--- config.mk ---
export PLATFORM = sky130hd
export DESIGN_NAME = moore_seq_detector_flat
export DESIGN_NICKNAME = d
export VERILOG_FILES = /design/src/rtl/moore_seq_detector_pkg.sv /design/src/rtl/moore_seq_detector_if.sv /design/src/rtl/moore_seq_detector_next_state.sv /design/src/rtl/moore_seq_detector.sv /design/src/flat_wrapper.sv
export SDC_FILE = /design/constraint.sdc
export NUM_CORES = 1
export LEC_CHECK = 0
export BUFFER_PORTS_ARGS = -buffer_cell sky130_fd_sc_hd__buf_2
export CAP_MARGIN = 20
export CELL_PAD_IN_SITES_DETAIL_PLACEMENT = 1
export CELL_PAD_IN_SITES_GLOBAL_PLACEMENT = 1
export CORE_AREA = 8 8 59 61
export CTS_BUF_LIST = sky130_fd_sc_hd__clkbuf_16
export DETAILED_ROUTE_END_ITERATION = 7
export DIE_AREA = 0 0 67 69
export PLACE_DENSITY = 0.74
export REMOVE_ABC_BUFFERS = 1
export SYNTH_ARGS = -nofsm -noshare
export SYNTH_HDL_FRONTEND = slang
export SYNTH_SLANG_ARGS = --single-unit
--- constraint.sdc ---
create_clock -name clk -period 3.4 [get_ports clk]
set_clock_uncertainty 0.05 [all_clocks]
set_input_delay 0.51 -clock clk [delete_from_list [all_inputs] [get_ports clk]]
set_output_delay 0.51 -clock clk [all_outputs]
set_load 0.01 [all_outputs]
--- src/rtl/moore_seq_detector_pkg.sv ---
// Shared definitions for the serial sequence detector.
// Latency: n/a (types, constants and an elaboration-time helper only).
// Backpressure: n/a.
//
// Contents: state width helper st_w(), the maximum supported pattern length,
// and the state vector type. The state type is sized for the maximum pattern
// length so the combinational fallback calculator has one fixed port width.
package moore_seq_pkg;

    localparam int MAX_PAT_LEN = 16;
    localparam int MAX_ST_W    = $clog2(MAX_PAT_LEN + 1);

    // Bits needed to encode S0..S_pat_len.
    function automatic int st_w(input int pat_len);
        return $clog2(pat_len + 1);
    endfunction

    typedef logic [MAX_ST_W-1:0] state_t;

endpackage

--- src/rtl/moore_seq_detector_if.sv ---
// Bundle of serial-bit input, pattern programming and match outputs.
// Latency: n/a (wires only).
// Backpressure: none; in_valid qualifies each bit and the detector always accepts.
//
// Signals:
//   in_valid     qualifies in
//   in           serial data bit
//   pat_load     load pat_in into the pattern register
//   pat_in       new pattern, MSB is the first bit expected
//   out          one-cycle-per-match flag (held while no new valid bit)
//   match_count  saturating match counter (0 when the counter is compiled out)
interface moore_seq_detector_if #(
    parameter int PAT_LEN = 4,
    parameter int CNT_W   = 8
);

    logic               in_valid;
    logic               in;
    logic               pat_load;
    logic [PAT_LEN-1:0] pat_in;
    logic               out;
    logic [CNT_W-1:0]   match_count;

    // Bit source / control side.
    modport master (
        output in_valid,
        output in,
        output pat_load,
        output pat_in,
        input  out,
        input  match_count
    );

    // Detector side.
    modport slave (
        input  in_valid,
        input  in,
        input  pat_load,
        input  pat_in,
        output out,
        output match_count
    );

endinterface

--- src/rtl/moore_seq_detector_next_state.sv ---
// Combinational KMP-style fallback: longest pattern prefix that is a suffix of (matched prefix, new bit).
// Latency: 0 cycles, purely combinational.
// Backpressure: none.
//
// Ports:
//   pattern  live pattern register, MSB is the first bit expected
//   state    number of pattern bits currently matched
//   din      incoming serial bit
//   overlap  1: keep history after a full match; 0: restart from empty
//   nxt      next matched length
module moore_seq_detector_next_state
    import moore_seq_pkg::*;
#(
    parameter int PAT_LEN = 4
) (
    input  logic [PAT_LEN-1:0] pattern,
    input  state_t             state,
    input  logic               din,
    input  logic               overlap,
    output state_t             nxt
);

    localparam int VW = MAX_PAT_LEN + 1;

    logic [VW-1:0] pat_ext;
    logic [VW-1:0] hist;
    logic [VW-1:0] head;
    logic [VW-1:0] mask;
    int            k_len;

    always_comb begin
        pat_ext = '0;
        pat_ext[PAT_LEN-1:0] = pattern;

        // A completed match without overlap behaves as if nothing was matched.
        if (state == state_t'(PAT_LEN) && !overlap) begin
            k_len = 0;
        end else begin
            k_len = int'(state);
        end

        // History as a number with the newest bit at the LSB: the first k_len
        // pattern bits followed by din. Bits above k_len+1 are zero.
        hist = ((pat_ext >> (PAT_LEN - k_len)) << 1) | {{(VW-1){1'b0}}, din};

        head = '0;
        mask = '0;
        nxt  = '0;
        // Ascending scan: the last hit is the longest valid prefix.
        for (int j = 1; j <= PAT_LEN; j++) begin
            head = pat_ext >> (PAT_LEN - j);
            mask = ~({VW{1'b1}} << j);
            // j may not exceed the real history length, otherwise the zero
            // padding above the history could fake a match.
            if ((j <= k_len + 1) && ((hist & mask) == head)) begin
                nxt = state_t'(j);
            end
        end
    end

endmodule

--- src/rtl/moore_seq_detector.sv ---
// Moore serial sequence detector with runtime-programmable pattern and optional saturating match counter.
// Latency: last pattern bit sampled at edge N -> out high in the cycle after edge N (registered, no in->out path).
// Backpressure: none; bits are accepted whenever in_valid is high, state holds while it is low.
//
// Ports: clk (rising edge), rst (async, active low), bus (moore_seq_detector_if.slave:
//   in_valid, in, pat_load, pat_in -> out, match_count).
// Edge priority: rst > pat_load > in_valid. A pat_load edge clears the state and ignores in.
// Build option: define MOORE_SEQ_MATCH_CNT_EN to implement match_count; otherwise it is tied to 0.
module moore_seq_detector
    import moore_seq_pkg::*;
#(
    parameter int                 PAT_LEN = 4,
    parameter logic [PAT_LEN-1:0] PATTERN = 4'b1011,
    parameter bit                 OVERLAP = 1'b1,
    parameter int                 CNT_W   = 8
) (
    input  logic                 clk,
    input  logic                 rst,
    moore_seq_detector_if.slave  bus
);

    localparam int ST_W = st_w(PAT_LEN);

    logic [PAT_LEN-1:0] pattern_q;
    logic [ST_W-1:0]    state_q;
    logic [ST_W-1:0]    state_d;
    logic               out_q;
    logic               out_d;
    state_t             state_ext;
    state_t             state_nxt;
    logic               adv;
    logic               hit;

    assign state_ext = state_t'(state_q);
    assign adv       = bus.in_valid && !bus.pat_load;
    assign hit       = (state_nxt == state_t'(PAT_LEN));

    moore_seq_detector_next_state #(
        .PAT_LEN (PAT_LEN)
    ) u_next (
        .pattern (pattern_q),
        .state   (state_ext),
        .din     (bus.in),
        .overlap (OVERLAP),
        .nxt     (state_nxt)
    );

    // Pattern register.
    always_ff @(posedge clk or negedge rst) begin
        if (!rst) begin
            pattern_q <= PATTERN;
        end else if (bus.pat_load) begin
            pattern_q <= bus.pat_in;
        end
    end

    // FSM: next state and registered match flag.
    always_comb begin
        state_d = state_q;
        out_d   = out_q;
        if (bus.pat_load) begin
            state_d = '0;
            out_d   = 1'b0;
        end else if (bus.in_valid) begin
            state_d = ST_W'(state_nxt);
            out_d   = hit;
        end
    end

    always_ff @(posedge clk or negedge rst) begin
        if (!rst) begin
            state_q <= '0;
            out_q   <= 1'b0;
        end else begin
            state_q <= state_d;
            out_q   <= out_d;
        end
    end

    assign bus.out = out_q;

`ifdef MOORE_SEQ_MATCH_CNT_EN
    logic [CNT_W-1:0] cnt_q;

    // Counts every entry into the full-match state, including full->full
    // for self-overlapping patterns; sticks at all-ones.
    always_ff @(posedge clk or negedge rst) begin
        if (!rst) begin
            cnt_q <= '0;
        end else if (adv && hit && (cnt_q != {CNT_W{1'b1}})) begin
            cnt_q <= cnt_q + CNT_W'(1);
        end
    end

    assign bus.match_count = cnt_q;
`else
    logic unused_cnt;
    assign unused_cnt      = adv ^ hit;
    assign bus.match_count = '0;
`endif

endmodule
--- src/flat_wrapper.sv ---
// flat-port wrapper written by rule: the top's interface ports become plain ports
module moore_seq_detector_flat import moore_seq_pkg::*;
#(
    parameter int                 PAT_LEN = 4,
    parameter logic [PAT_LEN-1:0] PATTERN = 4'b1011,
    parameter bit                 OVERLAP = 1'b1,
    parameter int                 CNT_W   = 8
)
  (clk, rst, bus_in_valid, bus_in, bus_pat_load, bus_pat_in, bus_out, bus_match_count);
  moore_seq_detector_if #(.PAT_LEN(PAT_LEN), .CNT_W(CNT_W)) bus_i ();
  input  logic clk;
  input  logic rst;
  input wire logic [$bits(bus_i.in_valid)-1:0] bus_in_valid;
  input wire logic [$bits(bus_i.in)-1:0] bus_in;
  input wire logic [$bits(bus_i.pat_load)-1:0] bus_pat_load;
  input wire logic [$bits(bus_i.pat_in)-1:0] bus_pat_in;
  output wire logic [$bits(bus_i.out)-1:0] bus_out;
  output wire logic [$bits(bus_i.match_count)-1:0] bus_match_count;
  assign bus_i.in_valid = bus_in_valid;
  assign bus_i.in = bus_in;
  assign bus_i.pat_load = bus_pat_load;
  assign bus_i.pat_in = bus_pat_in;
  assign bus_out = bus_i.out;
  assign bus_match_count = bus_i.match_count;
  moore_seq_detector #(.PAT_LEN(PAT_LEN), .PATTERN(PATTERN), .OVERLAP(OVERLAP), .CNT_W(CNT_W)) u_core (.clk(clk), .rst(rst), .bus(bus_i));
endmodule
==> results.md, run 1 <==
Run status:
- The flow ran to the end, and the final reports show no timing, DRC or antenna violations.

GRT:
- The wire length of the first global-routing pass is 3574 um.
- The via count of the first global-routing pass came to 784.
- The initial antenna violation count is 0.
- The largest net degree at the start of global routing is 14.
- The total overflow left after global routing is 0.
- The total global-route track usage is 9.812%.

Setup path:
- The worst register-to-register path has a setup slack of 940 ps.
- The worst register-to-register path has a depth of 8.
- At the worst endpoint, the required time is 3460 ps.
- The arrival time at the worst endpoint is 2520 ps.
- The most numerous cell type found on the critical path is sky130_fd_sc_hd__inv_1.
- The endpoint kind of the worst setup timing path is a register.
- The critical-path cell with the highest stage delay is sky130_fd_sc_hd__dfrtp_1.
- The worst setup path is launched from a register.
- The critical path goes through inv_1 -> ha_1 -> inv_1 -> a211o_1 -> and3_1 -> xor2_2 -> nor4_4 -> o32ai_1.
- The timing startpoint of the critical path is u_core.state_q[0].
- The worst register-to-register path ends at u_core.state_q[0].
- The worst setup path category is reg2reg.
- The startpoint identified for the worst register-to-register timing path is u_core.state_q[0].
- The largest single stage delay on the critical path is 610 ps.
- In this run the worst path has a maximum fanout of 13.

Final layout:
- The layout cell share with drive strength beyond 1 is 23.30%.
- The count of inserted antenna diode cells is 0.
- The area growth from synthesis to layout is 9.841%.
- The final layout contains 116 nets.
- The share of the core filled with cells is 36.32%.

Timing:
- The transition time of the tightest slew-check pin is 642.0 ps.
- Hold timing on the final database bottoms out at a slack of 65.15 ps.
- Measured against its own limit, the worst slew margin works out to 56.64%.
- Setup repair after global routing left no endpoint under its margin.
- The total count of max-transition violations in the final report came to 0.
- The setup TNS is 0 ps.
- The count of endpoints failing setup in the final report is 0.
- The final clock period utilization by the worst path is 72.40%.
- The maximum operating frequency is 406.2 MHz.
- The hold violation count in the final report is 0.
- The shortest clock period the worst path allows after layout is 2462 ps.

Clock network:
- In this run the clock root is driven by a sky130_fd_sc_hd__clkbuf_16.
- The longest clock path from root to sink contains 2 buffers.
- The clock latency reported for the late side of the worst-skew pair is 230 ps.
- In this run the number of H-tree levels came out at 1.
- The number of buffers inserted by hold repair at cts is 0.
- The TritonCTS clock tree is yes.
- The clock edge transition at the registers on the reported setup and hold paths is 40 ps.
- The number of clock sinks seen by CTS is 8.
- The post-CTS setup buffer count is 0.
- The number of resized instances in the post-cts repair step is 0.
- Buffers inserted during clock tree synthesis total 3.

Logic synthesis:
- By area, the combinational part of the netlist is dominated by simple AND/OR/NAND/NOR gates.
- The portion of the post-synthesis area used by sequential elements is 23.59%.
- The post-synthesis register bit count is 8.
- After Yosys synthesis, full adders, half adders and majority gates account for 4.342% of the synthesized area.
- The largest area contributor in the netlist is sky130_fd_sc_hd__dfrtp_1.
- The share of the synthesized area in the top cell type is 14.47%.
- After synthesis, the share of flip-flops with an asynchronous set or reset is 100.0%.
- The share of the synthesized netlist area taken by xor and xnor gates is 10.85%.
- By area the synthesized netlist is led by sky130_fd_sc_hd__dfrtp_1 (14%), sky130_fd_sc_hd__dfstp_2 (9.1%), sky130_fd_sc_hd__buf_4 (6.9%).
- The commonest cells after synthesis are sky130_fd_sc_hd__buf_4 (8), sky130_fd_sc_hd__nor2_1 (8), sky130_fd_sc_hd__a21oi_1 (6), sky130_fd_sc_hd__nand2b_1 (6).
- The count of flip-flops with a built-in enable after synthesis is 0.
- The mapped cell area is 864.6 um^2.
- The average instance in the mapped netlist occupies 8.822 um^2.
- The netlist uses 41 different library cells.
- The count of mapped cells out of synthesis is 98.
- The number of warnings printed during yosys synthesis is 0.
- The area fraction in and, or, nand and nor cells after synthesis is 20.69%.
- The post-synthesis mux area share is 9.407%.
- The most used flip-flop cell after synthesis is sky130_fd_sc_hd__dfrtp_1.
- Summing the areas of all compound-gate instances in the mapped netlist gives 16.50% of the synthesized area.

Drt:
- Detailed routing inserted a total of 675 vias.
- The total iterations of the first detailed-routing run is 4.
- The final wirelength is 1963 um.
- The per-cell via count in the routed design is 5.037.
- In this run the remaining antenna-violating nets after routing total 0.
- The detailed-route DRC error count is 0.
- In this run, the number of DRC markers left after iteration 0 of detailed routing was 9.
- After detailed routing, the average wire length per cell comes to 14.65 um.

Min path:
- The kind of path behind the tightest hold check is in2async.

Pwr:
- The sum of internal, switching and leakage power is 0.4300 mW.
- VDD sags by at most 406.1 uV.
- Power spread over the standard cell area amounts to 452.8 nW/um^2.
- The analysis attributes to cell leakage a power of 0.3876 nW.

Floorplan:
- The total I/O pin count is 18.
- The total number of placement rows is 19.
- The core box area is 2615 um^2.
- The die covers 4623 um^2.
- The floorplan step set the die width to 67 um.
- The die height is 69 um.
- The initial utilization of the core area, before any placement, comes to 33.06%.

Placed design:
- The post-detailed-placement half-perimeter wirelength is 1561 um.
- The total of buffers placed on input and output ports is 9.
- The global placer's final weighted congestion is 0.9057.

Job:
- The max-capacitance violation count is 0.
logic make-up after synthesis:
logic type               count (synthesis)
XOR/XNOR                                 9
multiplexers                             7
other                                    1
flip-flops                               8
buffers and inverters                   20
AO/OA/AOI/OAI                           20
AND/OR/NAND/NOR                         30
adder cells (fa/ha/maj)                  3
metrics by stage:
step	area, um^2	setup WS (ps)	instances
floorplan	787.0	1188	90
CTS	949.7	917.7	134
global route	949.7	746.1	134
detailed placement	870.8	931.6	130
global placement	870.8	1048	130
finish	949.7	938.3	134
flip-flops by register name, summed over array words and instances (netlist names):
signal,count
u_core.pattern_q,4
u_core.bus.out,1
u_core.state_q,3
worst max-delay path by stage:
stage,to,slack (ps),cells past startpoint
after global routing,u_core.state_q[1],750,8
after CTS,u_core.state_q[0],920,8
after floorplan,u_core.state_q[0],1190,8
final,u_core.state_q[0],940,8
after global placement,u_core.state_q[1],1050,8
after detailed placement,u_core.state_q[0],930,8
worst max-delay path: cells and delay by family, from the launching register on:
kind                       cells  cell delay [ps]
AOI/OAI and AO/OA              2              370
xor gates and xnor gates       1              190
adders and majority gates      1              380
buffers and inverters          2              190
DFF                            1              610
and+or+nand+nor                2              540
cells in the final DEF (no fill, tap or decap), types with 2 or more instances in the layout:
master	n
sky130_fd_sc_hd__xnor2_1	2
sky130_fd_sc_hd__dfrtp_1	5
sky130_fd_sc_hd__clkbuf_16	3
sky130_fd_sc_hd__nand2_1	5
sky130_fd_sc_hd__inv_1	6
sky130_fd_sc_hd__ha_1	3
sky130_fd_sc_hd__nand2b_1	6
sky130_fd_sc_hd__conb_1	8
sky130_fd_sc_hd__nor3b_1	2
sky130_fd_sc_hd__a2bb2oi_1	2
sky130_fd_sc_hd__and2_1	2
sky130_fd_sc_hd__a21oi_1	6
sky130_fd_sc_hd__o32ai_1	2
sky130_fd_sc_hd__buf_2	9
sky130_fd_sc_hd__dfstp_2	3
sky130_fd_sc_hd__mux2_2	5
sky130_fd_sc_hd__nor2_1	8
sky130_fd_sc_hd__xor2_1	5
area by class of cell:
type | count | area, um^2
clock inverter | 1 | 3.754
sequential | 8 | 203.9
tap | 31 | 38.79
fill | 325 | 1665
multi-input combinational | 77 | 564.3
clock buffer | 3 | 75.07
inverter | 5 | 18.77
timing repair buffer | 9 | 45.04
where the power goes:
part	internal [mW]	total (mW)	switching (mW)
combinational	0.0503	0.105	0.0546
sequential	0.105	0.124	0.0187
clock	0.153	0.201	0.0479
metal layers:
metal,wire [um],global-route usage [%]
met3,62,1.454
met1,817,11.03
met4,72,6.977
met2,1010,16.06
met5,0,0
Power figures use the tool's default switching activity.
==> run 2, diff against run 1 <==
- ABC_AREA: not set -> 1
- CORE_AREA: 8 8 59 61 -> 8 8 57 59
- DIE_AREA: 0 0 67 69 -> 0 0 65 67
- PLACE_DENSITY: 0.74 -> 0.78
- clock period: 3.4 -> 2.4 ns (I/O delays scaled with it)
==> results.md, run 2 <==
Run status:
- The run finished with clean final reports.

Clock network:
- In this run the number of H-tree levels came out at 1.
- The clock edge transition at the registers on the reported setup and hold paths is 40 ps.
- TritonCTS built the clock tree.
- The number of resized instances in the post-cts repair step is 0.
- The maximum clock insertion buffer count is 2.
- The clock drives 8 sinks.
- The total CTS buffers is 3.
- The cell sitting at the root of the clock tree is a sky130_fd_sc_hd__clkbuf_16.
- The clock latency reported for the late side of the worst-skew pair is 240 ps.
- The post-CTS setup buffer count is 0.

Setup path:
- The worst setup path is launched from a register.
- For flop-to-flop paths, the worst setup slack is 490 ps.
- At the worst endpoint, the arrival time is 1990 ps.
- The worst setup path category is reg2reg.
- The maximum fanout encountered on the critical timing path is 6.
- STA puts the critical path data required time at 2480 ps.
- The endpoint kind of the worst setup timing path is a register.

Job:
- Max-cap violations in this run came to 0.

GRT:
- The total congestion overflow after global routing is 0.
- The wire length of the first global-routing pass is 3636 um.
- Global routing used 10.54% of the available tracks across all layers.
- The largest net degree at the start of global routing is 11.
- The via count of the first global-routing pass was 824.
- The initial antenna violation count came to 0.

Timing:
- The clock period could shrink to 1912 ps.
- The final critical path takes up 79.65% of the cycle.
- The count of endpoints failing setup in the final report is 0.
- Setup repair after global routing left no endpoint under its margin.
- The hold violation count in the final report is 0.
- Adding up every negative setup slack in the final design gives 0 ps.
- The maximum operating frequency is 523.1 MHz.
- The total count of max-transition violations in the final report was 0.

Final layout:
- The area growth from synthesis to layout is 14.71%.
- Leaving out fill and tap cells, the most frequent cells in the layout are sky130_fd_sc_hd__nand2_1 (34), sky130_fd_sc_hd__nand3_1 (14), sky130_fd_sc_hd__inv_1 (12), sky130_fd_sc_hd__buf_2 (9), sky130_fd_sc_hd__conb_1 (8).
- The number of inserted filler cells in the final layout is 311.
- For this run, the number of standard cells in the final layout without fillers is 156.
- The flip-flop count of the largest register, all copies and words added is 4.
- Leaving out fill and tap cells, the most frequent cell in the layout is sky130_fd_sc_hd__nand2_1.
- The register with the most flip-flops in the final layout is u_core.pattern_q.
- Of the cells placed in the final design, the portion with a size suffix greater than 1 is 26.98%.
- The number of nets in the final layout is 139.
- The number of antenna diodes in the final layout is 0.

Logic synthesis:
- The count of flip-flops with a built-in enable after synthesis is 0.
- The leading cell type by number of instances after synthesis is sky130_fd_sc_hd__nand2_1.
- After synthesis, the mean cell area works out to 6.952 um^2.
- The portion of the post-synthesis area used by sequential elements is 25.51%.
- The post-synthesis register bit count is 8.
- After synthesis, the most frequently instantiated cells are sky130_fd_sc_hd__nand2_1 (34), sky130_fd_sc_hd__nand3_1 (14), sky130_fd_sc_hd__inv_1 (11).
- The unique cell type count in the Yosys netlist is 27.
- In the synthesized netlist the dominant register cell turns out to be sky130_fd_sc_hd__dfrtp_1.
- The async set-reset flop share out of synthesis is 100.0%.
- The largest area contributor in the netlist is sky130_fd_sc_hd__nand2_1.
- The synthesized design devotes to its leading area cell type 15.96% of total area.
- The Yosys step of the flow raised 0 warnings.
- The mapped cell area is 799.5 um^2.
- In the post-synthesis netlist, the biggest area contributors are sky130_fd_sc_hd__nand2_1 (16%), sky130_fd_sc_hd__dfrtp_1 (16%), sky130_fd_sc_hd__dfstp_2 (9.9%).
- The count of mapped cells out of synthesis is 115.

Pwr:
- The static power due to leakage is 0.4743 nW.
- The net switching power figure is 0.1930 mW.
- Power comes to 0.6146 mW.
- The internal cell power is 0.4216 mW.
- The power density over the cells is 670.1 nW/um^2.
- The portion of total power attributed to the clock network is 46.8%.
- The relative contribution of combinational cells to total power is 26.8%.
- Net switching is 31.40% of the power.
- In this run, flip-flops and latches consume 26.4% of the power.
- The worst-case IR drop observed on VDD is 533.7 uV.

Drt:
- The first TritonRoute pass finished after 3 iterations.
- After detailed routing, the average wire length per cell comes to 13.31 um.
- Summing over every cut layer, the via total after detailed routing is 740.
- The remaining antenna violation count is 0.
- The number of DRC markers in iteration 0 is 8.
- The per-cell via count in the routed design is 4.744.
- The detailed-route DRC error count is 0.
- After detailed routing, the total wire length is 2076 um.

Placed design:
- Port buffering added 9 buffers.
- Once detailed placement completed, the half-perimeter wirelength came to 1691 um.
- At the end of routability-driven placement, the weighted congestion stood at 0.8744.
- The post-placement cell count is 151.

Floorplan:
- The total number of placement rows is 18.
- The effective utilization at floorplan is 33.81%.
- The overall die area is 4355 um^2.
- The die height is 67 um.
- The core box area is 2365 um^2.
- The width of the die is 65 um.
- The total I/O pin count is 18.

Min path:
- The path class of the tightest hold or removal check is in2reg.
## run 2: cell families (layout without fill, tap and decap cells)
kind of cell | after synthesis | in the layout | synth area share (%)
AO/OA/AOI/OAI | 13 | 13 | 10.49
XOR/XNOR | 1 | 1 | 1.096
adder cells (fa/ha/maj) | 3 | 3 | 4.695
buffers and inverters | 24 | 28 | 17.06
flip-flops | 8 | 8 | 25.51
other | 1 | 8 | 0.4690
AND/OR/NAND/NOR | 65 | 65 | 40.69
## run 2: per-stage QoR
stage	util (%)	setup slack [ps]	hold WS, ps	cell area, um^2
global placement	35.03	573.6	156.0	828.3
CTS	38.78	494.4	291.5	917.1
finish	38.78	488.4	292.3	917.1
global route	38.78	311.3	311.3	917.1
floorplan	-	577.5	14.41	738.2
detailed placement	35.03	502.9	162.8	828.3
## run 2: final cells by class
class / count / area [um^2] / share of cell area [%]
Timing Repair Buffer: 11 / 62.56 / 6.821
Tap cell: 30 / 37.54 / 4.093
Clock buffer: 3 / 75.07 / 8.186
Sequential cell: 8 / 203.9 / 22.24
Inverter: 13 / 48.80 / 5.321
Multi-Input combinational cell: 90 / 485.5 / 52.93
Clock inverter: 1 / 3.754 / 0.4093
## run 2: metal layers
layer,wire [um],vias to the layer above,part of all wire [%],global-route usage [%]
met3,64,5,3.1,2.852
li1,-,372,-,-
met4,36,0,1.7,4.360
met2,1046,16,50,18.76
met5,0,-,0,0
met1,929,347,45,11.58
## run 2: final timing paths
kind,startpoint,end,depth (start not counted)
setup / recovery,u_core.state_q[1],u_core.state_q[0],10
hold / removal,bus_pat_in[3],u_core.pattern_q[3],3
setup reg to reg,u_core.state_q[1],u_core.state_q[0],10
hold reg to reg,u_core.bus.out,u_core.bus.out,2
max in group asynchronous,rst,u_core.pattern_q[1],2
min in group asynchronous,rst,u_core.state_q[2],2
## run 2: critical path, stage by stage, from the launching register on
cell and delay [ps]:
sky130_fd_sc_hd__dfrtp_1 440, sky130_fd_sc_hd__inv_1 110, sky130_fd_sc_hd__ha_1 350, sky130_fd_sc_hd__inv_1 150
sky130_fd_sc_hd__nand4_2 190, sky130_fd_sc_hd__nand2_4 130, sky130_fd_sc_hd__nand2_1 70, sky130_fd_sc_hd__nand2_2 60
sky130_fd_sc_hd__nand3_1 90, sky130_fd_sc_hd__nand3_1 100, sky130_fd_sc_hd__nand2_1 50
## run 2: power by group through the flow
stage                     combinational [mW]  clock, mW  sequential, mW
final                                  0.164      0.288           0.163
after detailed placement               0.162          0           0.164
after global routing                   0.185      0.296           0.165
after global placement                 0.156          0           0.164
after floorplan                        0.118          0           0.163
after CTS                              0.164      0.291           0.163
## run 2: timing repair
action | CTS | global route
hold buffers | 1 | 0
setup endpoints to repair | 0 | 0
endpoints found under the hold margin | 5 | 0
==> run 3, diff against run 2 <==
- CORE_AREA: 8 8 57 59 -> 8 8 59 61
- DIE_AREA: 0 0 65 67 -> 0 0 67 69
- PLACE_DENSITY: 0.78 -> 0.76
- clock period: 2.4 -> 1.6 ns (I/O delays scaled with it)
==> results.md, run 3 (synthesis results as in run 2) <==
Final layout:
- Once layout is complete, the utilization of the core stands at 44.74%.
- Of the cells placed in the final design, the portion with a size suffix greater than 1 is 50.35%.
- The register ranked first by flip-flop count is u_core.pattern_q.
- The number of cells in the finished layout apart from fillers is 174.
- From synthesis to final layout, the design area changed by 46.32%.
- In the final layout, the multi-input gates occupy 599.3 um^2.
- The library cells used most frequently in the layout, excluding fill and tap cells, are sky130_fd_sc_hd__nand2_1 (24), sky130_fd_sc_hd__buf_4 (16), sky130_fd_sc_hd__nand2_2 (14), sky130_fd_sc_hd__buf_2 (9).
- The flip-flop count of the largest register, all copies and words added is 4.
- The layout has 340 filler cells.
- The library cell used most frequently in the layout, excluding fill and tap cells, is sky130_fd_sc_hd__nand2_1.
- The net count of the finished layout is 156.
- The number of antenna diodes in the final layout is 0.
- The finished cells cover 1170 um^2.
- The register area is 203.9 um^2.

Clock network:
- The clock latency reported for the late side of the worst-skew pair is 240 ps.
- The clock edge transition at the registers on the reported setup and hold paths is 40 ps.
- The maximum clock insertion buffer count is 2.
- CTS built an H-tree with a depth of 1.
- TritonCTS built the clock tree.
- The number of clock sinks seen by CTS is 8.
- The CTS root buffer is sky130_fd_sc_hd__clkbuf_16.
- The total CTS buffers is 3.

Setup path:
- Traced cell by cell, the critical path runs through buf_4 -> o21ai_4 -> buf_6 -> nand4_4 -> nand2_4 -> nand2_2 -> nand2_2 -> nand3_2 -> nand2_1 -> nand3_2 -> nand2_1.
- The number of buffers and inverters on the critical path is 2.
- The worst setup path is captured at a register.
- The worst register-to-register path has a setup slack of -140 ps.
- On the critical path, the stage with the largest delay is an instance of sky130_fd_sc_hd__dfrtp_1.
- The arrival time at the worst endpoint is 1870 ps.
- The count of cells along the worst register-to-register path is 11.
- The longest individual stage delay on the worst path is 400 ps.
- The critical path's top delay family is simple AND/OR/NAND/NOR gates.
- Of all nets on the critical path, the largest fanout is 4.
- The endpoint of the worst register-to-register path is u_core.state_q[1].
- The reg-to-reg critical path startpoint is u_core.state_q[1].
- The worst setup path is launched from a register.
- By startpoint and endpoint, the worst setup path is classified as reg2reg.
- For the worst setup path, the data required time is 1720 ps.

Pwr:
- The analysis attributes to cell leakage a power of 0.5767 nW.
- Of the total power, combinational logic draws 37.0%.
- Internal power comes to 0.7104 mW.
- The peak supply drop is 817.6 uV.
- The share of power burned in registers is 21.8%.
- Of the total power, the share spent switching nets is 34.64%.
- The portion of total power attributed to the clock network is 41.2%.
- The power density over the cells is 929.1 nW/um^2.
- Summed over all nets, the switching power comes to 0.3765 mW.

Drt:
- After the first detailed-routing iteration, the DRC count stood at 17.
- The wire length per cell after detailed routing is 15.78 um.
- The final route contains 847 vias.
- In this run the remaining antenna-violating nets after routing total 0.
- The total iterations of the first detailed-routing run is 4.
- Using the TritonRoute via totals, the vias-per-cell ratio works out to 4.868.
- The detailed-route DRC error count is 0.
- Summed over all layers, the routed wires come to 2746 um.

Timing:
- The count of endpoints failing setup in the final report is 4.
- The hold violation count in the final report came to 0.
- The total count of max-transition violations in the final report is 0.
- After layout, the worst setup slack is -143.0 ps.
- The worst hold slack after final layout is 166.8 ps.
- The maximum operating frequency is 573.7 MHz.
- The shortest clock period the worst path allows after layout is 1743 ps.
- Of the available clock period, the critical path in the final layout requires 108.9%.
- Setup repair after global routing could not meet its margin everywhere.

Placed design:
- The area after detailed placement is 934.6 um^2.
- At the end of routability-driven placement, the weighted congestion stood at 0.9247.
- The post-placement cell count is 166.
- The post-place setup slack is -188.8 ps.
- The HPWL after detailed placement is 2060 um.
- Input and output buffers added on the ports amount to 9.

GRT:
- The total global-route track usage is 12.03%.
- The total congestion overflow after global routing is 0.
- Entering global routing, the biggest net connects 11 pins.
- The via count of the first global-routing pass is 998.
- The first global-routing pass estimated 4491 um of wire.
- The initial antenna violation count is 0.

Floorplan:
- The core box area is 2615 um^2.
- The die covers 4623 um^2.
- From bottom edge to top edge, the die measures 69 um.
- The die is 67 um wide.
- 18 I/O pins were placed.
- The initialized floorplan defines 19 standard-cell rows.
- Once the floorplan was initialized, standard cells occupied 30.57% of the core.

Min path:
- The tightest min-delay check is of the in2reg type.
- The startpoint identified for the worst hold timing path is bus_pat_in[2].
- The worst min-delay path endpoint is u_core.pattern_q[2].
- The worst hold path passes through 3 cells.

Run status:
- The final reports fail on negative setup slack.
- The run finished, with violations left.

Job:
- The max-capacitance violation count is 0.
-- run 3: cell types whose count changed in the layout (fill, tap and decap cells not counted), sizes merged --
cell and delta:
buf +17
-- run 3: power groups by stage --
stage	combinational, mW	clock (mW)	sequential (mW)
final	0.402	0.448	0.237
after global routing	0.442	0.451	0.240
after CTS	0.347	0.441	0.236
after detailed placement	0.308	0	0.237
after global placement	0.291	0	0.236
after floorplan	0.178	0	0.245
-- run 3: metal layers --
metal | share of wire [%] | global-route usage [%]
met2 | 57 | 22.02
met3 | 3.2 | 1.616
met4 | 1.2 | 4.419
met5 | 0 | 0
met1 | 39 | 13.22
-- run 3: worst max-delay path by stage --
stage                            from                 to  slack, ps  depth (start not counted)
finish              u_core.state_q[1]  u_core.state_q[1]       -140                         11
global route        u_core.state_q[0]  u_core.state_q[1]       -260                         15
CTS                 u_core.state_q[0]  u_core.state_q[1]        -90                         12
detailed placement  u_core.state_q[0]  u_core.state_q[0]       -190                         12
global placement    u_core.state_q[0]  u_core.state_q[0]        -80                         10
floorplan           u_core.state_q[0]  u_core.state_q[0]       -220                         10
-- run 3: worst min-delay path: cells and delay by family --
family / cells / cell delay, ps
AND/OR/NAND/NOR: 1 / 40
buffers and inverters: 1 / 70
AO/OA/AOI/OAI: 1 / 60
-- run 3: final cells by class --
type | count | share of cell area, %
Inverter | 13 | 4.385
Clock buffer | 3 | 6.417
Sequential cell | 8 | 17.43
Multi-Input combinational cell | 90 | 51.23
Timing Repair Buffer | 28 | 16.90
Clock inverter | 1 | 0.3209
Tap cell | 31 | 3.316
-- run 3: through the flow --
stage / TNS [ps] / power (mW)
after floorplan: -688.7 / 0.4225
after global placement: -204.8 / 0.5264
after detailed placement: -552.7 / 0.5448
after CTS: -290.9 / 1.025
after global routing: -799.2 / 1.133
final: -387.0 / 1.087
-- run 3: what timing repair did --
action,4_1_cts,5_1_grt
buffers inserted,2,1
hold buffers,1,0
hold endpoints to repair,5,0
pin swaps,10,12
gates resized for setup,13,20
setup endpoints to repair,4,4
